--- config.mk ---
export PLATFORM = sky130hd
export DESIGN_NAME = imem_loader
export DESIGN_NICKNAME = d
export VERILOG_FILES = /design/src/rtl/imem_loader.sv
export SDC_FILE = /design/constraint.sdc
export NUM_CORES = 1
export LEC_CHECK = 0
export BUFFER_PORTS_ARGS = -buffer_cell sky130_fd_sc_hd__buf_2
export CORE_AREA = 4 4 97 99
export DETAILED_ROUTE_END_ITERATION = 8
export DIE_AREA = 0 0 101 103
export GPL_TIMING_DRIVEN = 0
export PLACE_DENSITY = 0.84
export RECOVER_POWER = 50
export SKIP_CTS_REPAIR_TIMING = 1
export SLEW_MARGIN = 5
export SYNTH_ARGS = -nofsm -noshare
export SYNTH_HDL_FRONTEND = slang
export SYNTH_SLANG_ARGS = --single-unit
--- constraint.sdc ---
create_clock -name clk -period 4.4 [get_ports clk]
set_clock_uncertainty 0.15 [all_clocks]
set_input_delay 0 -clock clk [delete_from_list [all_inputs] [get_ports clk]]
set_output_delay 0 -clock clk [all_outputs]
set_load 0.02 [all_outputs]
--- src/rtl/imem_loader.sv ---
// Program loader: splits a stream of 32-bit instruction words into big-endian
// byte writes on the instruction-memory write port, one word per five cycles.
module imem_loader #(
  parameter int ADDR_W   = 32,
  parameter int MEM_SIZE = 2048
) (
  input  logic              clk,
  input  logic              rst,
  input  logic              start,
  input  logic [ADDR_W-1:0] base_addr,
  input  logic              in_valid,
  input  logic [31:0]       in_data,
  input  logic              in_last,
  output logic              in_ready,
  output logic              mem_we,
  output logic [ADDR_W-1:0] mem_addr,
  output logic [7:0]        mem_wdata,
  output logic              busy,
  output logic              done,
  output logic              error,
  output logic [15:0]       word_count
);

  typedef enum logic [1:0] {IDLE, ACCEPT, WRITE, FINISH} state_t;

  // Highest byte address at which a whole word still fits in memory.
  localparam logic [ADDR_W-1:0] LAST_WORD = ADDR_W'(MEM_SIZE - 4);

  state_t            state, state_next;
  logic [ADDR_W-1:0] ptr;
  logic [31:0]       wbuf;
  logic              last_q;
  logic [1:0]        idx;
  logic              overflow;

  assign overflow = ptr > LAST_WORD;

  // NOTE: every variable written in always_comb gets a default first, so no
  // path through the case can leave it unassigned and infer a latch.
  always_comb begin
    state_next = state;
    case (state)
      IDLE:    if (start) state_next = ACCEPT;
      ACCEPT:  if (in_valid) state_next = overflow ? FINISH : WRITE;
      WRITE:   if (idx == 2'd3) state_next = last_q ? FINISH : ACCEPT;
      FINISH:  state_next = IDLE;
      default: state_next = IDLE;
    endcase
  end

  // NOTE: sequential state uses non-blocking assignments so every register
  // samples the pre-edge values of the others, independent of statement order.
  always_ff @(posedge clk) begin
    if (rst) begin
      state      <= IDLE;
      ptr        <= '0;
      wbuf       <= '0;
      last_q     <= 1'b0;
      idx        <= 2'd0;
      word_count <= 16'd0;
      error      <= 1'b0;
    end else begin
      state <= state_next;
      case (state)
        IDLE: begin
          if (start) begin
            ptr        <= base_addr & ~ADDR_W'(3);
            word_count <= 16'd0;
            error      <= 1'b0;
          end
        end
        ACCEPT: begin
          if (in_valid) begin
            // The bounds check precedes any byte write, so a word never lands partially.
            if (overflow) begin
              error <= 1'b1;
            end else begin
              wbuf   <= in_data;
              last_q <= in_last;
              idx    <= 2'd0;
            end
          end
        end
        WRITE: begin
          idx <= idx + 2'd1;
          if (idx == 2'd3) begin
            ptr <= ptr + ADDR_W'(4);
            if (word_count != 16'hFFFF) word_count <= word_count + 16'd1;
          end
        end
        default: ;
      endcase
    end
  end

  // Moore outputs: decoded from the state and datapath registers only.
  always_comb begin
    in_ready  = (state == ACCEPT);
    mem_we    = (state == WRITE);
    busy      = (state != IDLE);
    done      = (state == FINISH);
    mem_addr  = '0;
    mem_wdata = 8'd0;
    if (state == WRITE) begin
      mem_addr = ptr + ADDR_W'(idx);
      case (idx)
        2'd0:    mem_wdata = wbuf[31:24];
        2'd1:    mem_wdata = wbuf[23:16];
        2'd2:    mem_wdata = wbuf[15:8];
        default: mem_wdata = wbuf[7:0];
      endcase
    end
  end

endmodule

# --- After elaboration in Yosys (flattened, before gate mapping) ---
# Index checks and enable logic that the tools add are counted.
word_totals:
  regBits: 86
  latchBits: 0
  ramBits: 0
  input_bits: 69
  n_memories: 0
  rom_bits: 0
  wordCells: 61
  output_inout_bits: 61
op_classes:
  mux: 23
  n_div: 0
  mul: 0
  reduce_logical: 12
  order_cmp: 1
  n_shift: 0
  eq_ne: 13
  add_sub_neg: 4
  bitwise: 1
op_table:
  columns: ["cell", "count"]
  rows:
  - ["$mux 32", 3]
  - ["$pmux 32 s2", 1]
  - ["$mux 16", 3]
  - ["$add 32x2->32", 1]
  - ["$add 32x3->32 const B", 1]
  - ["$gt 32x11->1 const B", 1]
  - ["$pmux 16 s2", 1]
  - ["$pmux 8 s3", 1]
  - ["$add 16x1->16 const B", 1]
  - ["$ne 16x16->1 const B", 1]
  - ["$mux 2", 6]
  - ["$reduce_and 3->1", 4]
  - ["$eq 2x2->1 const B", 4]
  - ["$mux 8", 1]
  - ["$pmux 2 s4", 1]
  - ["$reduce_and 4->1", 2]
  - ["$reduce_bool 2->1", 4]
  - ["$ne 2x1->1 const B", 3]
  - ["$ne 2x2->1 const B", 3]
  - ["$eq 2x1->1 const B", 2]
  - ["$logic_not 2->1", 2]
  - ["$mux 1", 4]
  - ["$pmux 2 s2", 1]
  - ["$add 2x1->2 const B", 1]
  - ["2 further kinds", 2]

# --- Longest topological paths before layout ---
depth:
  depth_word: 4
  depth_mapped: 8
  ltp_nobuf: 6

# --- Worst setup path before layout ---
# OpenSTA, ideal clock, no wires.
synth_path:
  kind: "reg2reg"
  start: "register idx[1]"
  end: "register word_count[15]"
  path_stages_with_launch: 8
  setup_time_ns: 0.132
  required_ns: 4.118
  setup_slack_ns: 2.257
  arrival_ns: 1.861
  path_cell_list: "dfxtp_1 ha_1 buf_4 mux2i_1 or4_4 a2111oi_4 a21bo_2 a21oi_1"
synth_between:
  elab_chain_cells: 3
synth_lines:
  columns: ["item", "line_no", "text"]
  rows:
  - ["start, declared", "33", "logic [1:0] idx;"]
  - ["start signal, assigned", "85", "idx <= idx + 2'd1;"]
  - ["$eq 2x2->1", "86", "if (idx == 2'd3) begin"]
  - ["$ne 2x1->1 (no source line)", null, null]
  - ["$reduce_and 4->1 (no source line)", null, null]
  - ["end signal, assigned", "88", "if (word_count != 16'hFFFF) word_count <= word_count + 16'd1;"]
  - ["end, declared", "21", "output logic [15:0] word_count"]
# Every way passes these cells.
# A chain may end at the register's enable or synchronous reset.

# --- Final worst setup path ---
layout_path:
  start: "register state[0]"
  end: "output mem_addr[1]"
layout_between:
  elab_chain_cells: 2
layout_lines:
  columns: ["item", "line_no", "text"]
  rows:
  - ["start, declared", "29", "state_t state, state_next;"]
  - ["start signal, assigned", "63", "state <= state_next;"]
  - ["$eq 2x2->1", "104", "if (state == WRITE) begin"]
  - ["$mux 32", "104", null]
  - ["end, declared", "16", "output logic [ADDR_W-1:0] mem_addr,"]
# Every way passes these cells.

==> run_results.csv <==
group,metric,value,unit
status,status,"finished with violations",
status,failed_checks,"hold timing",
drt,post_drt_wl_per_cell,18.0,um
logic_synthesis,synth-edff-count,0,
timing,hold_viol_final,3,
setup_path,crit_path_end_kind,"primary output",
clock_network,clk_pin_slew,100,ps
drt,wl,17200,um
final_layout,nets,915,
clock_network,clk_latency,370,ps
floorplan,die_w,101,um
global_routing,grt_pass1_wl,24100,um
final_layout,multi_input_area,0.00279,sq mm
logic_synthesis,ys.flop_type,"dfxtp_1",
global_routing,grt_max_degree,18,
global_routing,overflow,0,
clock_network,cts_buffer_depth,2,
drt,via_count,5815,
logic_synthesis,synthArstFlopShare,0,
final_layout,final_util,0.736,
timing,maxSlewViolCount,0,
floorplan,die_height,103,um
floorplan,core,0.00855,sq mm
drt,route.detailed.drc,0,
logic_synthesis,synth_warnings,0,
power,p_leak,0.00250,uW
timing,rsz0062_at_grt,"no",
drt,ant_nets,0,
final_layout,area_delta_synth_final,33.3,%
floorplan,initial_core_util,0.552,
final_layout,regArea,0.00168,sq mm
setup_path,crit_path_start_kind,"flop",
power,ir_drop,226,uV
drt,firstDrtPassIters,9,
setup_path,cp_max_fo,10,
logic_synthesis,postSynthCellCount,639,
placement,place_hpwl,11300,um
global_routing,antenna_found_initial,0,
power,powerDensity,282,mW/mm^2
timing,fin_hold_ws,-37.5,ps
timing,fmax,0.339,GHz
clock_network,clock-sinks,84,
clock_network,cts_tree,"done",
final_layout,diodes,0,
global_routing,grt_pass1_vias,5029,
placement,gp_congestion,0.983,
placement,place_area,0.00549,sq mm
worst_hold_path,hold_path.class,"input port to flop",
setup_path,path_class,"flop to primary output",
timing,maxSlewHeadroom,0.326,
placement,portBuffers,126,
timing,period_needed,2950,ps
logic_synthesis,synth-seq-area-share,0.356,
global_routing,track_usage,0.290,
drt,drt_iter0_markers,540,
logic_synthesis,ys_ff_latch,84,
floorplan,dieArea,0.0104,sq mm
timing,tns,0,ps
logic_synthesis,synth_cell_types,59,
setup_path,critical_path_arrival,2800,ps
floorplan,placementRows,34,
clock_network,cts_buffers,9,
floorplan,io_pins,130,
logic_synthesis,synth_area,0.00472,sq mm
timing,tightest_slew,1010,ps
setup_path,required,4250,ps
logic_synthesis,syn_area_per_cell,7.39,sq um
timing,fin_crit_sh,0.671,
final_layout,design_area,0.00629,sq mm
clock_network,clock-root-buffer,"clkbuf_8",
logic_synthesis,syn_nets,714,
drt,post_drt_via_cell_ratio,6.10,
clock_network,htreeDepth,3,
final_layout,nFillCells,701,
flow_run,drv_cap,0,
timing,finalSetupViolCount,0,
final_layout,final_layout_size_suffix_gt1_frac,0.164,
cell usage after synthesis (2+ instances only):
master | number | area [sq um]
o22ai_1 | 7 | 43.8
o32ai_1 | 2 | 17.5
nor4_1 | 10 | 62.6
o31a_1 | 3 | 26.3
inv_1 | 15 | 56.3
o211ai_1 | 4 | 30.0
o21a_1 | 6 | 45.0
mux2_2 | 2 | 22.5
a211oi_1 | 3 | 22.5
and2_1 | 34 | 213
nand4_1 | 15 | 93.8
dfxtp_1 | 84 | 1680
or4_1 | 3 | 22.5
nand2b_1 | 3 | 18.8
and3_1 | 11 | 68.8
and4_1 | 5 | 43.8
xor2_1 | 3 | 26.3
a31oi_1 | 6 | 37.5
o21ai_0 | 18 | 90.1
or3_1 | 6 | 37.5
buf_2 | 7 | 35.0
or2_2 | 2 | 12.5
nand2_1 | 112 | 420
nand3_1 | 27 | 135
nor3_1 | 12 | 60.1
buf_1 | 3 | 11.3
ha_1 | 6 | 75.1
o31ai_1 | 2 | 15.0
clkbuf_1 | 38 | 143
a311oi_1 | 2 | 17.5
a222oi_1 | 8 | 80.1
a32o_1 | 3 | 30.0
nor2_1 | 54 | 203
mux2i_1 | 10 | 100
a21oi_1 | 76 | 380
nor3b_1 | 3 | 22.5
a21o_1 | 5 | 37.5
o221a_2 | 4 | 45.0
xnor2_1 | 5 | 43.8
logic make-up after synthesis:
kind of cell,count (synthesis),synth area share
and+or+nand+nor,303,0.311
adders and majority gates,6,0.0159
muxes,12,0.0260
DFF,84,0.356
buffers and inverters,64,0.0535
AOI/OAI and AO/OA,162,0.223
xor gates and xnor gates,8,0.0148
registers in the layout, summed over array words and instances (netlist names):
register / flops
last_q: 1
word_count: 16
error: 1
state: 2
idx: 2
ptr: 30
wbuf: 32
routing by layer:
layer / vias up / share of wire / track usage
met5: - / 0 / 0
met4: 0 / 0.037 / 0.129
met3: 65 / 0.10 / 0.0562
met2: 390 / 0.48 / 0.475
met1: 2680 / 0.38 / 0.373
li1: 2680 / - / -
worst paths after layout:
kind / slack [ps] / startpoint / to / depth (start not counted)
min: -40 / base_addr[9] / ptr[9]$_SDFFE_PP0P_ / 5
min reg2reg: 310 / wbuf[12]$_SDFFE_PP0P_ / wbuf[12]$_SDFFE_PP0P_ / 2
max: 1450 / state[0]$_SDFFE_PP0P_ / mem_addr[1] / 6
max reg2reg: 1740 / ptr[6]$_SDFFE_PP0P_ / ptr[15]$_SDFFE_PP0P_ / 6
per-stage QoR:
step           worst slack (ps)  instances  total power, uW
2_1_floorplan              2260        639             1060
3_3_place_gp               1890        873             1180
3_5_place_dp               1870        873             1190
4_1_cts                    1570        889             1720
5_1_grt                    1340        953             1850
6_report                   1450        953             1780
cells in the final DEF, fill, tap and decap left out, types with 5 or more instances in the layout:
cell type	count
a21o_1	5
a21oi_1	76
a222oi_1	8
a31oi_1	6
and2_0	6
and2_1	28
and3_1	11
and4_1	5
buf_2	109
clkbuf_1	62
clkbuf_8	9
dfxtp_1	84
dlygate4sd3_1	64
ha_1	6
inv_1	15
mux2i_1	10
nand2_1	112
nand3_1	27
nand4_1	15
nor2_1	54
nor3_1	12
nor4_1	10
o21a_1	6
o21ai_0	18
o22ai_1	7
or3_1	6
xnor2_1	5
power by group:
part | switching (uW) | internal, uW
logic | 225 | 154
registers | 51.3 | 798
clock network | 328 | 220
total | 604 | 1170
critical path, cell delays in order, from the launching register on:
cell and delay [ps]:
dfxtp_1 450, nand2b_1 230, clkbuf_1 470, clkbuf_1 500, buf_1 450, nor2_1 140, buf_2 190
layout make-up:
class                      count  area share
inverter                      15     0.00895
clock inverter                 7      0.0111
clock buffer                   9      0.0197
multi-input combinational    491       0.443
tap                          108      0.0215
buffer                        49      0.0310
sequential                    84       0.267
timing repair buffer         190       0.197
Power figures use the tool's default switching activity.
